**src/rtl/jtag_arb_pkg.sv**
```systemverilog
// Shared types and constants for the JTAG UART TX arbiter.
// The optional header byte (JTAG_ARB_HDR_EN) uses HDR_TAG in its upper nibble.
package jtag_arb_pkg;

  // Arbiter states. ST_HDR is only entered when JTAG_ARB_HDR_EN is defined.
  typedef enum logic [1:0] {
    ST_IDLE = 2'd0,
    ST_HDR  = 2'd1,
    ST_LOCK = 2'd2
  } state_t;

  // Upper nibble of the per-grant header byte
  localparam logic [3:0] HDR_TAG = 4'hA;

  // Header byte announcing which requester owns the following payload
  function automatic logic [7:0] hdr_byte(input logic [3:0] id);
    return {HDR_TAG, id};
  endfunction

endpackage

```
**src/rtl/jtag_rr_picker.sv**
```systemverilog
// Round-robin pick for the JTAG TX arbiter.
// Purely combinational: returns the first valid requester index at or after
// rr_ptr, wrapping modulo N_REQ, plus a flag saying whether any is valid.
module jtag_rr_picker #(
  parameter int N_REQ = 2,
  parameter int IDW   = (N_REQ > 1) ? $clog2(N_REQ) : 1
) (
  input  logic [N_REQ-1:0] req_valid,
  input  logic [IDW-1:0]   rr_ptr,
  output logic             any,
  output logic [IDW-1:0]   pick
);

  // One spare bit so rr_ptr + offset never overflows before the wrap
  localparam int SW = IDW + 1;

  logic [SW-1:0] cand;

  // Walk offsets from far to near so the nearest valid index wins last
  always_comb begin
    any  = 1'b0;
    pick = '0;
    cand = '0;
    for (int k = N_REQ - 1; k >= 0; k--) begin
      cand = {1'b0, rr_ptr} + SW'(k);
      if (cand >= SW'(N_REQ)) begin
        cand = cand - SW'(N_REQ);
      end
      if (req_valid[cand[IDW-1:0]]) begin
        any  = 1'b1;
        pick = cand[IDW-1:0];
      end
    end
  end

endmodule

```
**src/rtl/jtag_tx_arbiter.sv**
```systemverilog
// Packet-atomic round-robin arbiter sharing the JTAG UART adapter TX byte
// stream among N_REQ byte-stream requesters. A grant is held from the first
// beat until the requester's last byte, a length cap, or an idle watchdog.
// Optional feature: define JTAG_ARB_HDR_EN to prefix every grant with one
// header byte {HDR_TAG, grant_id}.
module jtag_tx_arbiter
  import jtag_arb_pkg::*;
#(
  parameter int N_REQ       = 2,
  parameter int MAX_PKT_LEN = 256,
  parameter int TIMEOUT_CYC = 1024
) (
  input  logic                                    clk,
  input  logic                                    rst_n,
  input  logic [N_REQ*8-1:0]                      req_data,
  input  logic [N_REQ-1:0]                        req_valid,
  input  logic [N_REQ-1:0]                        req_last,
  output logic [N_REQ-1:0]                        req_ready,
  output logic [7:0]                              tx_data,
  output logic                                    tx_valid,
  input  logic                                    tx_ready,
  output logic [((N_REQ > 1) ? $clog2(N_REQ) : 1)-1:0] grant_id,
  output logic                                    busy,
  output logic                                    timeout_err
);

  localparam int IDW = (N_REQ > 1) ? $clog2(N_REQ) : 1;
  localparam int BCW = $clog2(MAX_PKT_LEN) + 1;
  localparam int ICW = $clog2(TIMEOUT_CYC) + 1;

  // Terminal counts, compared against the counter value before it advances
  localparam logic [BCW-1:0] BEAT_LAST = BCW'(MAX_PKT_LEN - 1);
  localparam logic [ICW-1:0] IDLE_LAST = ICW'(TIMEOUT_CYC - 1);

  state_t           state;
  logic [IDW-1:0]   rr_ptr;
  logic [BCW-1:0]   beat_cnt;
  logic [ICW-1:0]   idle_cnt;

  logic             req_any;
  logic [IDW-1:0]   req_pick;
  logic             sel_valid;
  logic             sel_last;
  logic [7:0]       sel_data;
  logic             beat;
  logic [IDW-1:0]   next_ptr;

  jtag_rr_picker #(
    .N_REQ (N_REQ),
    .IDW   (IDW)
  ) u_picker (
    .req_valid (req_valid),
    .rr_ptr    (rr_ptr),
    .any       (req_any),
    .pick      (req_pick)
  );

  // Signals of the currently granted requester
  assign sel_valid = req_valid[grant_id];
  assign sel_last  = req_last[grant_id];
  assign sel_data  = req_data[{grant_id, 3'b000} +: 8];

  // Pointer to the requester after the current grant, wrapping at N_REQ
  assign next_ptr = (grant_id == IDW'(N_REQ - 1)) ? '0 : grant_id + IDW'(1);

  // Drive the adapter from the granted requester (or the header byte)
  always_comb begin
    tx_valid  = 1'b0;
    tx_data   = 8'h00;
    req_ready = '0;
    case (state)
      ST_LOCK: begin
        tx_valid            = sel_valid;
        tx_data             = sel_data;
        req_ready[grant_id] = tx_ready;
      end
`ifdef JTAG_ARB_HDR_EN
      ST_HDR: begin
        tx_valid = 1'b1;
        tx_data  = hdr_byte(4'(grant_id));
      end
`endif
      default: begin
      end
    endcase
  end

  assign beat = tx_valid & tx_ready;

  // Arbitration FSM with beat counter, idle watchdog and registered status
  always_ff @(posedge clk or negedge rst_n) begin
    if (!rst_n) begin
      state       <= ST_IDLE;
      rr_ptr      <= '0;
      grant_id    <= '0;
      busy        <= 1'b0;
      timeout_err <= 1'b0;
      beat_cnt    <= '0;
      idle_cnt    <= '0;
    end else begin
      timeout_err <= 1'b0;
      case (state)
        ST_IDLE: begin
          if (req_any) begin
            grant_id <= req_pick;
            busy     <= 1'b1;
            beat_cnt <= '0;
            idle_cnt <= '0;
`ifdef JTAG_ARB_HDR_EN
            state    <= ST_HDR;
`else
            state    <= ST_LOCK;
`endif
          end
        end
`ifdef JTAG_ARB_HDR_EN
        ST_HDR: begin
          // Header is always valid, so tx_ready alone completes its beat
          if (tx_ready) begin
            state <= ST_LOCK;
          end
        end
`endif
        ST_LOCK: begin
          if (beat) begin
            if (beat_cnt != '1) begin
              beat_cnt <= beat_cnt + BCW'(1);
            end
            idle_cnt <= '0;
            if (sel_last || (beat_cnt == BEAT_LAST)) begin
              busy   <= 1'b0;
              rr_ptr <= next_ptr;
              state  <= ST_IDLE;
              // A cap release splits the packet; flag it unless it ended anyway
              if (!sel_last) begin
                timeout_err <= 1'b1;
              end
            end
          end else if (!sel_valid) begin
            // Backpressure with data waiting is legal; only a silent
            // requester advances the watchdog
            if (idle_cnt == IDLE_LAST) begin
              busy        <= 1'b0;
              rr_ptr      <= next_ptr;
              state       <= ST_IDLE;
              timeout_err <= 1'b1;
            end else if (idle_cnt != '1) begin
              idle_cnt <= idle_cnt + ICW'(1);
            end
          end
        end
        default: begin
          state <= ST_IDLE;
        end
      endcase
    end
  end

endmodule

```
**config.mk**
```make
export PLATFORM = sky130hd
export DESIGN_NAME = jtag_tx_arbiter
export DESIGN_NICKNAME = d
export VERILOG_FILES = /design/src/rtl/jtag_arb_pkg.sv /design/src/rtl/jtag_rr_picker.sv /design/src/rtl/jtag_tx_arbiter.sv
export SDC_FILE = /design/constraint.sdc
export NUM_CORES = 1
export LEC_CHECK = 0
export CAP_MARGIN = 20
export CORE_ASPECT_RATIO = 0.5
export CORE_MARGIN = 2
export CORE_UTILIZATION = 49
export DETAILED_ROUTE_END_ITERATION = 12
export PLACE_DENSITY = 0.86
export SYNTH_ARGS = -nofsm -noshare
export SYNTH_HDL_FRONTEND = slang
export SYNTH_HIERARCHICAL = 1
export SYNTH_SLANG_ARGS = --single-unit
```
**constraint.sdc**
```tcl
create_clock -name clk -period 2.9 [get_ports clk]
set_clock_uncertainty 0.1 [all_clocks]
set_input_delay 0.29 -clock clk [delete_from_list [all_inputs] [get_ports clk]]
set_output_delay 0.29 -clock clk [all_outputs]
set_load 0.01 [all_outputs]
```
==> results of run 1 <==
## power groups by stage
stage                     combinational, mW  clock [mW]  sequential [mW]
after floorplan                       0.344           0            0.447
after global placement                0.519           0            0.474
after detailed placement              0.532           0            0.477
after CTS                             0.535       0.199            0.470
after global routing                  0.585       0.214            0.484
final                                 0.534       0.197            0.470
## stage by stage
step                      std cells  area (sq um)  util [%]  hold WS (ps)
after CTS                       240          1930      65.3           284
after floorplan                 165          1500         -          -106
after detailed placement        237          1890      63.9           372
after global routing            240          1930      65.3           304
after global placement          237          1890      63.9           365
final                           240          1930      65.3           274
## cell families (layout without fill, tap and decap cells)
family                   count (synthesis)  count (layout)  synth area share, %
adder cells (fa/ha/maj)                  4               4                 3.34
flip-flops                              24              24                 40.1
AO/OA/AOI/OAI                           36              36                 16.5
XOR/XNOR                                 1               1                0.585
multiplexers                            16              16                 11.0
AND/OR/NAND/NOR                         69              69                 24.2
buffers and inverters                   15              50                 4.26
## per-layer routing
metal  vias up  track usage (%)  wire, um
li1        665                -         -
met1       652             28.7      1670
met2        27             35.6      1670
met3         2             6.17       105
met4         0             5.67        16
met5         -                0         0
## worst max-delay path: stages, from the launching register on
cell and delay (ps):
dfrtp_1 430, and4_1 240, nand2_1 120, nor2_1 70, ha_1 210, nor4b_1 710, a21oi_1 160, a31o_2 240
## registers in the layout, summed over array words and instances, names as in the netlist
name and flops:
rr_ptr 1, idle_cnt 11, busy 1, timeout_err 1, beat_cnt 9, grant_id 1
## worst max-delay path by stage
stage	start	end	slack, ps
floorplan	beat_cnt[2]	beat_cnt[7]	780
global placement	req_valid[1]	idle_cnt[5]	640
detailed placement	beat_cnt[2]	beat_cnt[6]	580
CTS	beat_cnt[2]	beat_cnt[6]	480
global route	beat_cnt[2]	beat_cnt[6]	310
finish	beat_cnt[2]	beat_cnt[6]	510
## cell type report
class                           instances  area share, %
Tap cell                               40           2.59
Multi-Input combinational cell        126           43.0
Sequential cell                        24           31.1
Inverter                                9           1.75
Timing Repair Buffer                   38           19.4
Clock buffer                            3           2.14
## placed cells by master, fill, tap and decap left out, types with 3 or more instances in the layout
cell type        count
a21oi_1              4
a31oi_1              7
and2_1               4
and3_1               3
clkbuf_8             3
clkdlybuf4s50_1     36
dfrtp_1             24
ha_1                 4
inv_1                9
mux2i_1             15
nand2_1             18
nand3_1              8
nand4_1              4
nor2_1               9
nor2b_1              9
nor3_1               3
o21ai_0              9
==> impl_results.md, run 1 <==
* Internal Power at 766 uW
* Clock group share of total power at roughly 16%
* Yosys cell types at 39
* Worst Max-Slew Pin Slew at 778 ps
* Post-CTS Resized at 0
* I/O Pins at 37
* VDD IR-drop max at roughly 0.35 mV
* Routability-driven placement congestion ratio at ~0.84
* Combinational cell fraction of total power at 44.5%
* Psw at 435 uW
* Setup Crit Path Kind: reg -> reg
* Port bufs at 36
* FMAX at 419 MHz
* Setup Viol. Count Final at 0
* Worst reg2reg startpoint: beat_cnt[2]
* CTS Buf Count at 3
* Post-DP HPWL at 2.58 mm
* Setup slack, reg-to-reg at about 500 ps
* Register area at roughly 600 sq um
* Clk_lat worst skew at 270 ps
* CP required at 2960 ps
* Clock sink total at 24
* Net Sw Frac at a little over a third
* Total power at 1.20 mW
* Gr ovfl total at 0
* DRT iter0 DRCs at 118
* Antenna-violating nets left at 0
* Mapped Cells at between 150 and 200
* Final WS setup at 513 ps
* Flop pwr share at 39.1%
* Dominant cell by count in the synthesized netlist: dfrtp_1
* Post-Syn Area at 1500 sq um
* Cell accounting for the most synthesized area: dfrtp_1
* Yosys top cell area share at about 40%
* Crit path DAT at 2450 ps
* DR WL/cell at about 14 um
* Vias in the first global route at 1289
* Fin Setup TNS at 0 ps
* # Max-Cap Violations at 0
* Cts hold-fix bufs at 0
* Clk buf depth at 2
* Die area at 3540 sq um
* Diodes inserted at 0
* Synth area leaders: dfrtp_1 (40%), mux2i_1 (10%), nand2_1 (4.5%)
* EDFF count, synth at 0
* Critical Path Sink Type: register
* Synth Net Count at 192
* #FFs+latches synth at 24
* Relative slew slack at 47.4%
* Largest net degree at the start of global routing at 25
* Nature of the critical path startpoint: register
* Synth warnings at 6
* Outcome: finished clean
* Reg clk slew, reported paths at 80 ps
* Reg-to-reg endpoint: beat_cnt[6]
* # H-tree levels at 1
* Area growth from synthesis to layout at 29.2%
* Fin crit period at approximately 2400 ps
* Fraction of layout cells with a size suffix above 1 at 5.50%
* Post-synth ARST share at 100%
* Part of the Yosys area used for sequential elements at 40.1%
* Crit-path max FO at 5
* Vias at around 1300
* Initial Utilization at between 50 and 60%
* GRT Total Usage at around 22%
* Initial antenna violation count at 0
* Initial DRT Pass Iterations at 5
* Vias per cell at 5.61
* Fillers at 232
* TritonCTS clock tree: yes
* Multi-input logic area at 832 sq um
* Depth of the worst register-to-register path at 7
* Setup Buffers After CTS at 0
* RSZ-0062 raised after global routing: no
* Static leakage at 0.836 nW
* Die H at ~43 um
* Tcrit/Tclk final at between 80% and 90%
* WL final at ~3.5 mm
* Global-route wire length before repair at a little under 6 mm
* Core area at 2960 sq um
* Die width at 82.2 um
* Nets at 229
* Slew Viols, Final at 0
* P per Cell Area at 621 nW/um^2
* Hold Path Class: in -> async
* Commonest cells in the netlist: dfrtp_1 (24), nand2_1 (18), mux2i_1 (15)
* CTS Root Cell: clkbuf_8
* Primary FF master, synth: dfrtp_1
* Final Hold Viols at 0
* Post-place setup slack at just under 600 ps
* FP Rows at 14
* Mean Syn Cell Area at between 9 and 10 sq um
* DRC at 0
Power figures use the tool's default switching activity.
==> run 2, diff against run 1 <==
- clock period: 2.9 -> 2.5 ns (I/O delays scaled with it)
==> run 2 against run 1 <==
- utilization up 0.51 points
- critical endpoint is now beat_cnt[7]
- routed wire length rose by 2.2%
- hold slack lost 45 ps
==> impl_results.md, run 2 (synthesized netlist as in run 1, its figures left out) <==
* DRT iter0 DRCs at 57
* P per Cell Area at 723 nW/um^2
* Final Hold Viols at 0
* Area growth from synthesis to layout at 30.2%
* Placed Area at about 1900 sq um
* DRC at 0
* RSZ-0062 raised after global routing: no
* # Max-Cap Violations at 0
* Hold Path Class: in -> async
* Global-route wire length before repair at 5.78 mm
* Slowest cell on crit path: or3_1
* Fraction of layout cells with a size suffix above 1 at 6.44%
* Clk buf depth at 2
* Design Area, Final at 1950 sq um
* Port bufs at 36
* Cts hold-fix bufs at 0
* Static leakage at approximately 0.85 nW
* Critical Path Sink Type: register
* Cell family with most CP delay: simple AND/OR/NAND/NOR gates
* Die width at about 80 um
* DR WL/cell at 14.6 um
* FMAX at 434 MHz
* Post-DP HPWL at 2.70 mm
* Nets at 231
* Vias per cell at 5.69
* Tcrit/Tclk final at 92.2%
* Most common cell after layout, fill and taps aside: clkdlybuf4s50_1
* CTS Buf Count at 3
* WL final at 3.53 mm
* Initial DRT Pass Iterations at 4
* Setup Buffers After CTS at 0
* Largest regs: idle_cnt (11), beat_cnt (9)
* Outcome: finished clean
* VDD IR-drop max at between 0.3 and 0.4 mV
* I/O Pins at 37
* Reg with most FFs: idle_cnt
* Fin crit period at roughly 2300 ps
* Gr ovfl total at 0
* # H-tree levels at 1
* CP required at 2540 ps
* Die H at 43.1 um
* Relative slew slack at 62.4%
* Post-CTS Resized at 0
* Vias at between 1000 and 1500
* Largest net degree at the start of global routing at 25
* Setup Crit Path Kind: reg -> reg
* Diodes inserted at 0
* Routability-driven placement congestion ratio at between 0.8 and 0.9
* Initial antenna violation count at 0
* GRT Total Usage at a little over a fifth
* Slew Viols, Final at 0
* TritonCTS clock tree: yes
* Antenna-violating nets left at 0
* Clock sink total at 24
* Commonest cells after routing, fill and taps aside: clkdlybuf4s50_1 (36), dfrtp_1 (24), nand2_1 (18)
* Vias in the first global route at 1324
* Crit path from: beat_cnt[2]
* Crit path largest cell delay at 480 ps
* Core area at 2960 sq um
* Setup Viol. Count Final at 0
* CP bufs+invs at 0
* Worst-path cell chain: and4_1 > nand2_1 > nor2_1 > ha_1 > or3_1 > o311ai_0 > o41ai_1
* FP Rows at 14
* Nature of the critical path startpoint: register
* Crit path DAT at 2340 ps
* Worst Max-Slew Pin Slew at 561 ps
* CTS Root Cell: clkbuf_8
* Crit-path max FO at 6
* Reg clk slew, reported paths at 80 ps
* Worst reg2reg startpoint: beat_cnt[2]
* Largest register FFs at 11
* Initial Utilization at 50.5%
* Fin Setup TNS at 0 ps
* Die area at about 3500 sq um
* Clk_lat worst skew at roughly 270 ps
-- run 2: cell count changes in the layout (fill, tap and decap cells not counted), sizes merged --
cell  previous run  this run
buf              2         4
-- run 2: worst reg2reg max path, stage by stage (launching register included) --
cell      delay, ps
dfrtp_1         430
and4_1          250
nand2_1         120
nor2_1           80
ha_1            210
or3_1           480
o311ai_0        380
o41ai_1         130
-- run 2: report_power, final --
group / switching [mW] / internal, mW
clock: 0.122 / 0.108
combinational: 0.293 / 0.337
sequential: 0.0970 / 0.453
total: 0.512 / 0.897
-- run 2: worst paths after layout --
check | endpoint | slack (ps) | cells after the start
setup / recovery | beat_cnt[7] | 200 | 7
max in group asynchronous | beat_cnt[5] | 1830 | 2
hold / removal | idle_cnt[8] | 230 | 2
min in group clk | idle_cnt[10] | 390 | 1
hold reg to reg | idle_cnt[10] | 390 | 1
setup reg to reg | beat_cnt[7] | 200 | 7
-- run 2: layer usage --
| layer | GRT usage (%) | wire length, um | part of all wire, % | up-vias |
|---|---|---|---|---|
| li1 | - | - | - | 674 |
| met1 | 28.3 | 1660 | 47 | 674 |
| met2 | 36.9 | 1730 | 49 | 26 |
| met3 | 5.11 | 130 | 3.7 | 2 |
| met4 | 2.67 | 10 | 0.28 | 0 |
| met5 | 0 | 0 | 0 | - |
-- run 2: final cells by class --
class / instances / area (sq um)
tap: 40 / 50.0
timing repair buffer: 40 / 390
multi-input combinational: 126 / 832
sequential: 24 / 601
fill: 241 / 1010
clock buffer: 3 / 41.3
inverter: 9 / 33.8
-- run 2: per-stage QoR --
step | utilization [%] | std cells | setup slack (ps) | hold WS (ps) | power [mW]
after floorplan | - | 165 | 383 | -146 | 0.917
after global placement | 64.4 | 239 | 286 | 364 | 1.16
after detailed placement | 64.4 | 239 | 205 | 373 | 1.19
after CTS | 65.8 | 242 | 222 | 243 | 1.41
after global routing | 65.8 | 242 | 104 | 263 | 1.50
final | 65.8 | 242 | 195 | 229 | 1.41
==> run 3, diff against run 2 <==
- PLACE_DENSITY: 0.86 -> 0.78
==> run 3 against run 2 <==
- first-iteration DRC count rose by 21%
- largest cell class unchanged
- global-route usage up 1.8 points
- cell count grew 0.83%
- combinational power up 5.7%
- critical path type unchanged
- clock power grew 18%
- sequential power fell by 3%
- hold slack better by 5.1 ps
- count of clock-buffer cells in the layout is 1 higher
==> impl_results.md, run 3 (synthesized netlist as in run 1, its figures left out) <==
* Reg clk slew, reported paths at around 90 ps
* Antenna-violating nets left at 0
* Gr ovfl total at 0
* RSZ-0062 raised after global routing: no
* Most common cell after layout, fill and taps aside: clkdlybuf4s50_1
* # Max-Cap Violations at 0
* Design Area, Final at 1970 sq um
* Core area at 2960 sq um
* DRT iter0 DRCs at 69
* Global-route wire length before repair at approximately 6.1 mm
* Setup Crit Path Kind: reg -> reg
* CTS Buf Count at 3
* Initial Utilization at 50.5%
* Diodes inserted at 0
* Cts hold-fix bufs at 0
* Reg-to-reg endpoint: beat_cnt[7]
* Port bufs at 36
* Die area at 3540 sq um
* CP required at 2540 ps
* Depth of the worst register-to-register path at 7
* Combinational cell fraction of total power at 45.3%
* Clk buf depth at 2
* FP Rows at 14
* TritonCTS clock tree: yes
* GRT Total Usage at 23.2%
* Largest net degree at the start of global routing at 25
* Setup Buffers After CTS at 0
* I/O Pins at 37
* Worst reg2reg startpoint: beat_cnt[2]
* Post-CTS Resized at 0
* Post-DP HPWL at approximately 2.8 mm
* Net Sw Frac at 36.3%
* P per Cell Area at 745 nW/um^2
* Outcome: finished clean
* Initial DRT Pass Iterations at 4
* DR WL/cell at around 15 um
* Reg with most FFs: idle_cnt
* Vias in the first global route at 1300
* Commonest cells after routing, fill and taps aside: clkdlybuf4s50_1 (36), dfrtp_1 (24), nand2_1 (18)
* Relative slew slack at 60.9%
* Static leakage at 0.857 nW
* Final Hold Viols at 0
* Critical Path Sink Type: register
* Clock group share of total power at 18.5%
* Flop pwr share at between 30% and 40%
* Vias per cell at 5.69
* Die width at 82.2 um
* Post-Route Utilization at about two thirds
* FMAX at 433 MHz
* Psw at 532 uW
* Area growth from synthesis to layout at 31.6%
* Setup Viol. Count Final at 0
* Slew Viols, Final at 0
* Crit path DAT at 2350 ps
* Total power at approximately 1.5 mW
* Worst Max-Slew Pin Slew at 583 ps
* Nets at 232
* Placed Area at 1910 sq um
* Vias at 1389
* Clk_lat worst skew at around 270 ps
* Fin Setup TNS at 0 ps
* Die H at 43.1 um
* Fillers at 241
* Largest regs: idle_cnt (11), beat_cnt (9)
* Hold Path Class: in -> async
* Tcrit/Tclk final at 92.4%
* Largest register FFs at 11
* Final hold slack at roughly 230 ps
* Nature of the critical path startpoint: register
* CTS Root Cell: clkbuf_8
* Internal Power at approximately 940 uW
* WL final at 3.71 mm
* # H-tree levels at 1
* DRC at 0
* VDD IR-drop max at 0.397 mV
* Fin crit period at 2310 ps
* Initial antenna violation count at 0
* Clock sink total at 24
* Routability-driven placement congestion ratio at 0.836
* Setup slack, reg-to-reg at 190 ps
* Crit-path max FO at 6
* Fraction of layout cells with a size suffix above 1 at 7.35%
[run 3: worst max path at each step]
stage | from | endpoint | slack, ps | depth (start not counted)
global route | beat_cnt[2] | beat_cnt[7] | 50 | 7
finish | beat_cnt[2] | beat_cnt[7] | 190 | 7
CTS | beat_cnt[2] | beat_cnt[7] | 240 | 7
global placement | req_valid[1] | idle_cnt[5] | 310 | 6
floorplan | beat_cnt[2] | beat_cnt[7] | 380 | 8
detailed placement | req_valid[1] | idle_cnt[5] | 210 | 6
[run 3: cell type report]
class	count	area [sq um]	area share (%)
Multi-Input combinational cell	126	832	42.2
Tap cell	40	50.0	2.54
Timing Repair Buffer	41	398	20.2
Clock buffer	4	55.1	2.80
Sequential cell	24	601	30.5
Inverter	9	33.8	1.72
[run 3: per-layer routing]
metal / track usage, % / wire, um
met5: 0 / 0
met4: 6.00 / 69
met3: 5.74 / 122
met2: 39.2 / 1850
met1: 29.9 / 1670
[run 3: worst max-delay path: stages (launching register included)]
cell and delay, ps:
dfrtp_1 430, and4_1 230, nand2_1 120, nor2_1 80, ha_1 200, or3_1 480
o311ai_0 400, o41ai_1 140
[run 3: power by group through the flow]
stage / logic (mW) / clock network (mW) / registers [mW]
after global routing: 0.729 / 0.291 / 0.545
after global placement: 0.638 / 0 / 0.533
final: 0.665 / 0.272 / 0.531
after CTS: 0.672 / 0.276 / 0.531
after floorplan: 0.399 / 0 / 0.518
after detailed placement: 0.668 / 0 / 0.539
[run 3: stage by stage]
stage                     worst slack, ps  instances
after global placement                306        240
after CTS                             237        244
final                                 189        244
after detailed placement              210        240
after floorplan                       383        165
after global routing                 51.1        244
==> RTL edit (flow settings as in run 1) <==
Re-encode `state_t` (3 states) as one-hot, 3 bits wide.
--- a/src/rtl/jtag_arb_pkg.sv
+++ b/src/rtl/jtag_arb_pkg.sv
@@ -3,10 +3,10 @@
 package jtag_arb_pkg;
 
   // Arbiter states. ST_HDR is only entered when JTAG_ARB_HDR_EN is defined.
-  typedef enum logic [1:0] {
-    ST_IDLE = 2'd0,
-    ST_HDR  = 2'd1,
-    ST_LOCK = 2'd2
+  typedef enum logic [2:0] {
+    ST_IDLE = 3'b001,
+    ST_HDR  = 3'b010,
+    ST_LOCK = 3'b100
   } state_t;
 
   // Upper nibble of the per-grant header byte
Function: same outputs for any inputs over 10 cycles, from zero or initial values and one cycle with rst_n low; not proved beyond that.
==> RTL edit against run 1 <==
First-iteration DRC count up 1.7%; sequential cell count up 2; sequential share of layout area up 1.4 points; wire length up 13%; design area up 3.9%; power up 8.6%; cell count up 3.8%; count of clock-buffer cells in the layout up 1; synthesized area up 3.5%; critical path type unchanged; worst hold slack better by 0.015 ns; maximum frequency down 3.4%; non-clock buffer count up 2; setup slack worse by 0.085 ns; combinational power up 11%.
==> RTL edit: results <==
set metrics [dict create \
    max_stage_delay_ns 0.60 \
    first_global_vias 1424 \
    critical_path.top_delay_family "compound AO/OA/AOI/OAI gates" \
    synth-compound-area-share 0.214 \
    wl_um 3920 \
    power.ir.vdd_worst_mv 0.371 \
    synthAdderAreaFrac 0.0323 \
    grt_max_degree 18 \
    ys_types 44 \
    gp_routability_congestion 0.829 \
    firstDrtPassIters 4 \
    grt_pass1_wl_um 6410 \
    drtIter0Drc 120 \
    track_usage 0.222 \
    dpl.hpwl_um 2840 \
    hp-class "in2async" \
    synth.area.top_cells "dfrtp_1 (40%), mux2i_1 (7.1%), nand2_1 (4.4%), nor2_1 (4.1%), a21oi_1 (3.9%)" \
    relSlewSlack 0.485 \
    pre_cts_ws_ns 0.448 \
    largest_registers "idle_cnt x11, beat_cnt x9, state x2" \
    final_nets 237 \
    synth_commonest_cells "dfrtp_1 (25), nand2_1 (18), nor2_1 (17)" \
    worstPathArrival_ns 2.57 \
    status "complete, no violations" \
    crit_slowest_cell "o41a_1" \
    synth_xor_area_frac 0 \
    syn_nets 198 \
    route.vias.total 1495 \
    synth_top_family_by_area "compound AO/OA/AOI/OAI gates" \
    muxShareOfSynthArea 0.0856 \
    drive_gt1_frac 0.0622 \
    ys_seq_area_frac 0.421 \
    clockRootBuffer "clkbuf_8" \
    leakage_nw 0.847 \
    crit_fanout 17 \
    async_flop_share 1.00 \
]
RTL edit: cell type report:
class / count / area, um2
Sequential cell: 26 / 652
Timing Repair Buffer: 40 / 390
Multi-Input combinational cell: 131 / 832
Tap cell: 40 / 50.0
Inverter: 8 / 30.0
Clock buffer: 4 / 55.1
Fill cell: 248 / 1000
RTL edit: metal layers:
metal / wire, um / up-vias / track usage
met3: 146 / 6 / 0.0533
met1: 1720 / 753 / 0.258
met4: 43 / 0 / 0.0581
met2: 2010 / 26 / 0.427
met5: 0 / - / 0
li1: - / 710 / -
RTL edit: cell families (layout without fill, tap and decap cells):
family	Yosys count	count (layout)
DFF	26	26
AOI/OAI and AO/OA	49	49
buffers and inverters	14	52
muxes	13	13
adders and majority gates	4	4
and+or+nand+nor	65	65
RTL edit: through the flow:
stage / std cells / area [um2] / hold WS (ns) / util / power [mW]
final: 249 / 2010 / 0.289 / 0.667 / 1.30
after global placement: 245 / 1950 / 0.362 / 0.649 / 1.04
after floorplan: 171 / 1550 / -0.106 / - / 0.848
after CTS: 249 / 2010 / 0.315 / 0.667 / 1.30
after global routing: 249 / 2010 / 0.331 / 0.667 / 1.38
after detailed placement: 245 / 1950 / 0.369 / 0.649 / 1.06
RTL edit: power breakdown:
part	total (mW)	internal, mW	switching, mW	leakage [nW]
clock	0.240	0.122	0.119	0.0288
combinational	0.591	0.265	0.326	0.472
sequential	0.474	0.418	0.0553	0.347
total	1.30	0.805	0.500	0.847
RTL edit: worst paths after layout:
check | start | to | slack (ns) | cells after the start
worst max-delay path | beat_cnt[0] | beat_cnt[7] | 0.43 | 7
worst min-delay path | rst_n | beat_cnt[6] | 0.29 | 1
worst max register to register | beat_cnt[0] | beat_cnt[7] | 0.43 | 7
worst min register to register | busy | busy | 0.39 | 1
max in group asynchronous | rst_n | state[0] | 1.70 | 2
min in group clk | busy | busy | 0.39 | 1
